[config.mk]
export PLATFORM = sky130hd
export DESIGN_NAME = pipe_stage_register
export DESIGN_NICKNAME = d
export VERILOG_FILES = /design/src/rtl/pipe_stage_register.sv
export SDC_FILE = /design/constraint.sdc
export NUM_CORES = 1
export LEC_CHECK = 0
export ABC_AREA = 1
export CAP_MARGIN = 15
export CELL_PAD_IN_SITES_DETAIL_PLACEMENT = 1
export CELL_PAD_IN_SITES_GLOBAL_PLACEMENT = 1
export CORE_MARGIN = 10
export CORE_UTILIZATION = 25
export CTS_CLUSTER_DIAMETER = 30
export CTS_CLUSTER_SIZE = 14
export DETAILED_ROUTE_END_ITERATION = 6
export GPL_ROUTABILITY_DRIVEN = 1
export HOLD_SLACK_MARGIN = 0.1
export PLACE_DENSITY_LB_ADDON = 0.2
export SYNTH_ARGS = -nofsm -noshare
export SYNTH_HDL_FRONTEND = slang
export SYNTH_SLANG_ARGS = --single-unit
[constraint.sdc]
create_clock -name clk_i -period 1 [get_ports clk_i]
set_input_delay 0.15 -clock clk_i [delete_from_list [all_inputs] [get_ports clk_i]]
set_output_delay 0.15 -clock clk_i [all_outputs]
set_load 0.005 [all_outputs]
[src/rtl/pipe_stage_register.sv]
// pipe_stage_register
//   Generic inter-stage pipeline register with a valid/ready handshake and a
//   flush that inserts a bubble. It replaces the fixed enable-only registers
//   between pipeline stages. Stalls come from downstream backpressure.
//
//   Build option: define PIPE_STAGE_REGISTER_SKID_EN to get a two-entry skid
//   buffer with a registered in_ready_o. Leave it undefined for a single entry
//   with a combinational in_ready_o. The port list is the same in both builds.
//
// Ports
//   clk_i        rising-edge clock
//   reset_n_i    synchronous reset, active low, has priority over everything
//   flush_i      drop every held entry this cycle
//   in_valid_i   upstream payload valid
//   in_ready_o   stage can accept (transfer on in_valid_i && in_ready_o)
//   in_data_i    upstream payload, WIDTH bits
//   out_valid_o  payload available downstream
//   out_ready_i  downstream accepts (transfer on out_valid_o && out_ready_i)
//   out_data_o   registered payload to the next stage, WIDTH bits
module pipe_stage_register #(
    parameter int unsigned      WIDTH          = 64,
    parameter logic [WIDTH-1:0] RESET_VALUE    = {32'h00000013, 32'h0},
    parameter bit               CLEAR_ON_FLUSH = 1'b1
) (
    input  logic             clk_i,
    input  logic             reset_n_i,
    input  logic             flush_i,
    input  logic             in_valid_i,
    output logic             in_ready_o,
    input  logic [WIDTH-1:0] in_data_i,
    output logic             out_valid_o,
    input  logic             out_ready_i,
    output logic [WIDTH-1:0] out_data_o
);

`ifdef PIPE_STAGE_REGISTER_SKID_EN
    typedef enum logic [1:0] {S_EMPTY, S_FULL, S_SKID} state_t;
`else
    typedef enum logic {S_EMPTY, S_FULL} state_t;
`endif

    state_t           state_q, state_d;
    logic [WIDTH-1:0] main_q, main_d;
    logic             in_fire;

`ifdef PIPE_STAGE_REGISTER_SKID_EN
    logic [WIDTH-1:0] skid_q, skid_d;

    // Ready depends only on the state register, so out_ready_i never reaches
    // in_ready_o combinationally.
    assign in_ready_o = (state_q != S_SKID);
`else
    // Single entry: a slot frees up in the same cycle the held entry leaves.
    assign in_ready_o = !out_valid_o || out_ready_i;
`endif

    assign out_valid_o = (state_q != S_EMPTY);
    assign out_data_o  = main_q;
    assign in_fire     = in_valid_i && in_ready_o;

    always_comb begin
        state_d = state_q;
        main_d  = main_q;
`ifdef PIPE_STAGE_REGISTER_SKID_EN
        skid_d  = skid_q;
`endif
        if (flush_i) begin
            // Handshakes in this cycle are discarded; the bubble is the result.
            state_d = S_EMPTY;
            if (CLEAR_ON_FLUSH) begin
                main_d = RESET_VALUE;
`ifdef PIPE_STAGE_REGISTER_SKID_EN
                skid_d = RESET_VALUE;
`endif
            end
        end else begin
            case (state_q)
                S_EMPTY: begin
                    if (in_fire) begin
                        state_d = S_FULL;
                        main_d  = in_data_i;
                    end
                end
                S_FULL: begin
                    if (in_fire && out_ready_i) begin
                        main_d = in_data_i;
`ifdef PIPE_STAGE_REGISTER_SKID_EN
                    end else if (in_fire) begin
                        // Downstream stalled: park the new entry behind main.
                        state_d = S_SKID;
                        skid_d  = in_data_i;
`endif
                    end else if (out_ready_i) begin
                        // Main keeps its payload so out_data_o holds when idle.
                        state_d = S_EMPTY;
                    end
                end
`ifdef PIPE_STAGE_REGISTER_SKID_EN
                S_SKID: begin
                    if (out_ready_i) begin
                        state_d = S_FULL;
                        main_d  = skid_q;
                    end
                end
`endif
                default: state_d = S_EMPTY;
            endcase
        end
    end

    always_ff @(posedge clk_i) begin
        if (!reset_n_i) begin
            state_q <= S_EMPTY;
            main_q  <= RESET_VALUE;
`ifdef PIPE_STAGE_REGISTER_SKID_EN
            skid_q  <= RESET_VALUE;
`endif
        end else begin
            state_q <= state_d;
            main_q  <= main_d;
`ifdef PIPE_STAGE_REGISTER_SKID_EN
            skid_q  <= skid_d;
`endif
        end
    end

endmodule

==> parameters.txt, run 1 <==
Parameter                              Value

Die
  Die area ... 16260 um^2
  FP Rows ... 39
  Die height ... 127.5 um
  Initial core utilization ... 25.42%
  Core region area ... 11370 um^2
  Number of top-level pins ... 135
  Die width ... 127.5 um

Power and ir drop
  Switching power as a share of total power ... approximately a quarter
  Total power draw ... 7.260 mW
  Power dissipated by switching net loads ... 1.749 mW
  Leakage power summed over all cells ... approximately 2.3 nW
  Internal Dissipation ... between 5 and 6 mW
  Worst ir drop on vdd ... 575.3 uV
  Comb pwr share ... 15.3%
  Sequential share of power ... 38.4%
  Clock network fraction of total power ... between 40 and 50%
  PwrDens ... 1545 nW/um^2

Final layout
  Fraction of layout instances using a drive strength above 1 ... 32.80%
  Post-synthesis to final-layout area growth ... 62.55%
  Final core utilization ... between 40% and 50%
  Final std cells w/o fill ... 701
  Net count reported at finish ... between 600 and 700
  Number of antenna cells inserted ... 0

Min path
  Min-delay worst type ... input pin to register

Yosys
  Synthesized cell area ... a little under 3000 um^2
  Number of synthesized register bits ... 65
  Portion of synthesized cell area occupied by the leading cell type ... 45.02%
  Syn nets ... 488
  Synth top area cells ... dfxtp_1, nand3_1, a21oi_1
  Post-synthesis cell type with the largest combined area ... dfxtp_1
  Sequential cell area fraction in the yosys report ... 45.02%
  Avg Inst Size Synth ... 6.898 um^2
  Synth warnings ... 0
  Post-synth cell types ... 13
  Mapped Cells ... 419

STA
  Max-slew headroom ... approximately 83%
  Maximum operating frequency ... 924.4 MHz
  Number of max-slew violations in the final report ... 0
  Count of endpoints failing hold in the final timing report ... 0
  Setup-failing EPs final ... 60
  Fin worst setup slack ... -0.08181 ns
  Final Critical Period ... 1.082 ns
  RSZ-0062 raised after global routing ... yes
  Final cycle utilization of the critical path ... 108.2%
  Worst Max-Slew Pin Slew ... 0.2522 ns
  Maximum clock skew at final layout ... 0.005803 ns

Global routing
  Combined global-route utilization of all metal layers ... 11.54%
  Antenna violations before repair ... 0
  Layer with the highest usage after global routing ... met2
  Met3 usage in global routing ... 4.963%
  GR met2 Demand/Resource ... 18.71%
  Number of global-route vias before repair ... 3126
  Largest net degree at the start of global routing ... 67
  Global-route wire length before repair ... 15600 um
  Overall overflow remaining after global route ... 0
  Met1 routing resource usage after global routing ... 13.20%

Setup path
  Startpoint type of the worst setup path ... input pin
  Worst setup path class ... input pin to primary output
  Endpoint arrival time on the critical path ... 0.93 ns
  Type of destination of the critical path ... primary output
  Highest fanout seen on the critical path ... 5
  Required time reported for the critical path endpoint ... 0.85 ns

Place
  IO Port Bufs ... 134
  Total instance count after detailed placement ... 675
  Final weighted congestion in routability-driven placement ... slightly below 0.7
  HPWL reported at the end of detailed placement ... 6967 um

Routing
  Final routed wirelength across all metal layers ... 10770 um
  Routed wirelength normalized by instance count ... 15.36 um
  Detailed-route DRC error count ... 0
  Vias per Instance ... 4.465
  Detailed Routing Iterations Pass 1 ... 4
  Number of antenna-violating nets in the routed design ... 0
  Via total after detailed routing ... 3130
  Iter 0 DRT Violations ... roughly 110

Clocking
  CTS buffer count ... 9
  Sink count of the clock tree ... between 60 and 70
  Clk Latency, worst-skew pair ... between 0.3 and 0.4 ns
  CTS tree ... yes
  Root cell of the clock tree ... clkbuf_16
  CTS Hold Buffers Added ... 0
  Depth of the CTS H-tree ... 3
  Clock slew seen by the registers of the worst setup and hold paths ... 0.06 ns
  Buffer depth of the longest clock path ... 2

Run
  Number of maximum-capacitance constraint violations ... 0

Status
  Failing checks ... negative setup slack
  Status ... complete, but fails checks
[layout by cell type (no fill, tap or decap), drive strengths merged]
cell            n
a21oi          62
buf            85
bufinv          2
clkbuf         15
clkdlybuf4s50  67
clkinv          1
clkinvlp        2
dfxtp          65
inv            63
nand2          66
nand3          67
nor2           62
nor3            1
[kinds of logic after synthesis]
family	synth area share, %
simple gates	28.74
buf+inv	15.50
flops	45.02
compound gates	10.74
[routing by layer]
| layer | vias to the layer above | share of wire (%) |
|---|---|---|
| li1 | 1575 | - |
| met1 | 1461 | 43 |
| met2 | 85 | 48 |
| met3 | 9 | 7.8 |
| met4 | 0 | 0.97 |
| met5 | - | 0 |
[Yosys cell counts, drive strengths merged]
| library cell | number |
|---|---|
| a21oi | 62 |
| buf | 33 |
| dfxtp | 65 |
| inv | 63 |
| nand2 | 66 |
| nand3 | 67 |
| nor2 | 62 |
| nor3 | 1 |
[registers in the layout, summed over array words and instances (netlist names)]
name         count
out_valid_o      1
out_data_o      64
[power by group through the flow]
stage	combinational, mW	clock, mW	sequential (mW)
final	1.11	3.36	2.79
after floorplan	0.484	0	2.83
after global routing	1.24	3.56	2.80
after CTS	1.03	3.44	2.79
after detailed placement	1.12	0	2.83
after global placement	1.10	0	2.82
[worst paths after layout]
path,slack (ns),end,depth (start not counted),from
setup / recovery,-0.08,in_ready_o,4,out_ready_i
hold / removal,0.18,out_data_o[61],3,in_valid_i
setup reg to reg,-0.05,out_data_o[19],4,out_valid_o
hold reg to reg,0.46,out_data_o[33],2,out_data_o[33]
[critical path, cell delays in order]
cell	delay, ns
clkdlybuf4s50_1	0.47
inv_2	0.06
nand2_8	0.13
buf_6	0.11
[per-stage QoR]
stage	area, um^2	hold WS [ns]	setup TNS [ns]	setup WS, ns
after CTS	4454	0.1758	-2.942	-0.09101
after global routing	4698	0.2102	-4.707	-0.1120
final	4698	0.1828	-1.363	-0.08181
after global placement	4368	0.4475	-23.49	-0.4288
after detailed placement	4368	0.4469	-25.26	-0.4413
after floorplan	2892	0.2218	0	0.03196
[final cells by class]
| class | instances | area, um^2 |
|---|---|---|
| clock buffers | 11 | 232.7 |
| clock inverters | 5 | 80.08 |
| fillers | 1411 | 6671 |
| flip-flops and latches | 65 | 1369 |
| well taps | 143 | 178.9 |
| repair buffers | 156 | 1344 |
| multi-input cells | 258 | 1257 |
| inverters | 63 | 236.5 |
[what timing repair did]
action / in CTS / in global routing
endpoints found under the setup margin: 130 / 65
setup buffers: 4 / 2
gates cloned: 0 / 4
gates resized for setup: 317 / 30
pin swaps: 1 / 1
endpoints found under the hold margin: 0 / 0
No activity file was read; power rests on OpenSTA's default activity.
==> run 2: changes to the inputs <==
CTS_CLUSTER_DIAMETER = 40   (was 30)
==> results of run 2 <==
The final DEF is identical to that of run 1; final timing and power are the same.
==> run 3: changes to the inputs <==
CTS_CLUSTER_DIAMETER = 100   (was 40)
==> results of run 3 <==
The final DEF is identical to that of run 1; final timing and power are the same.
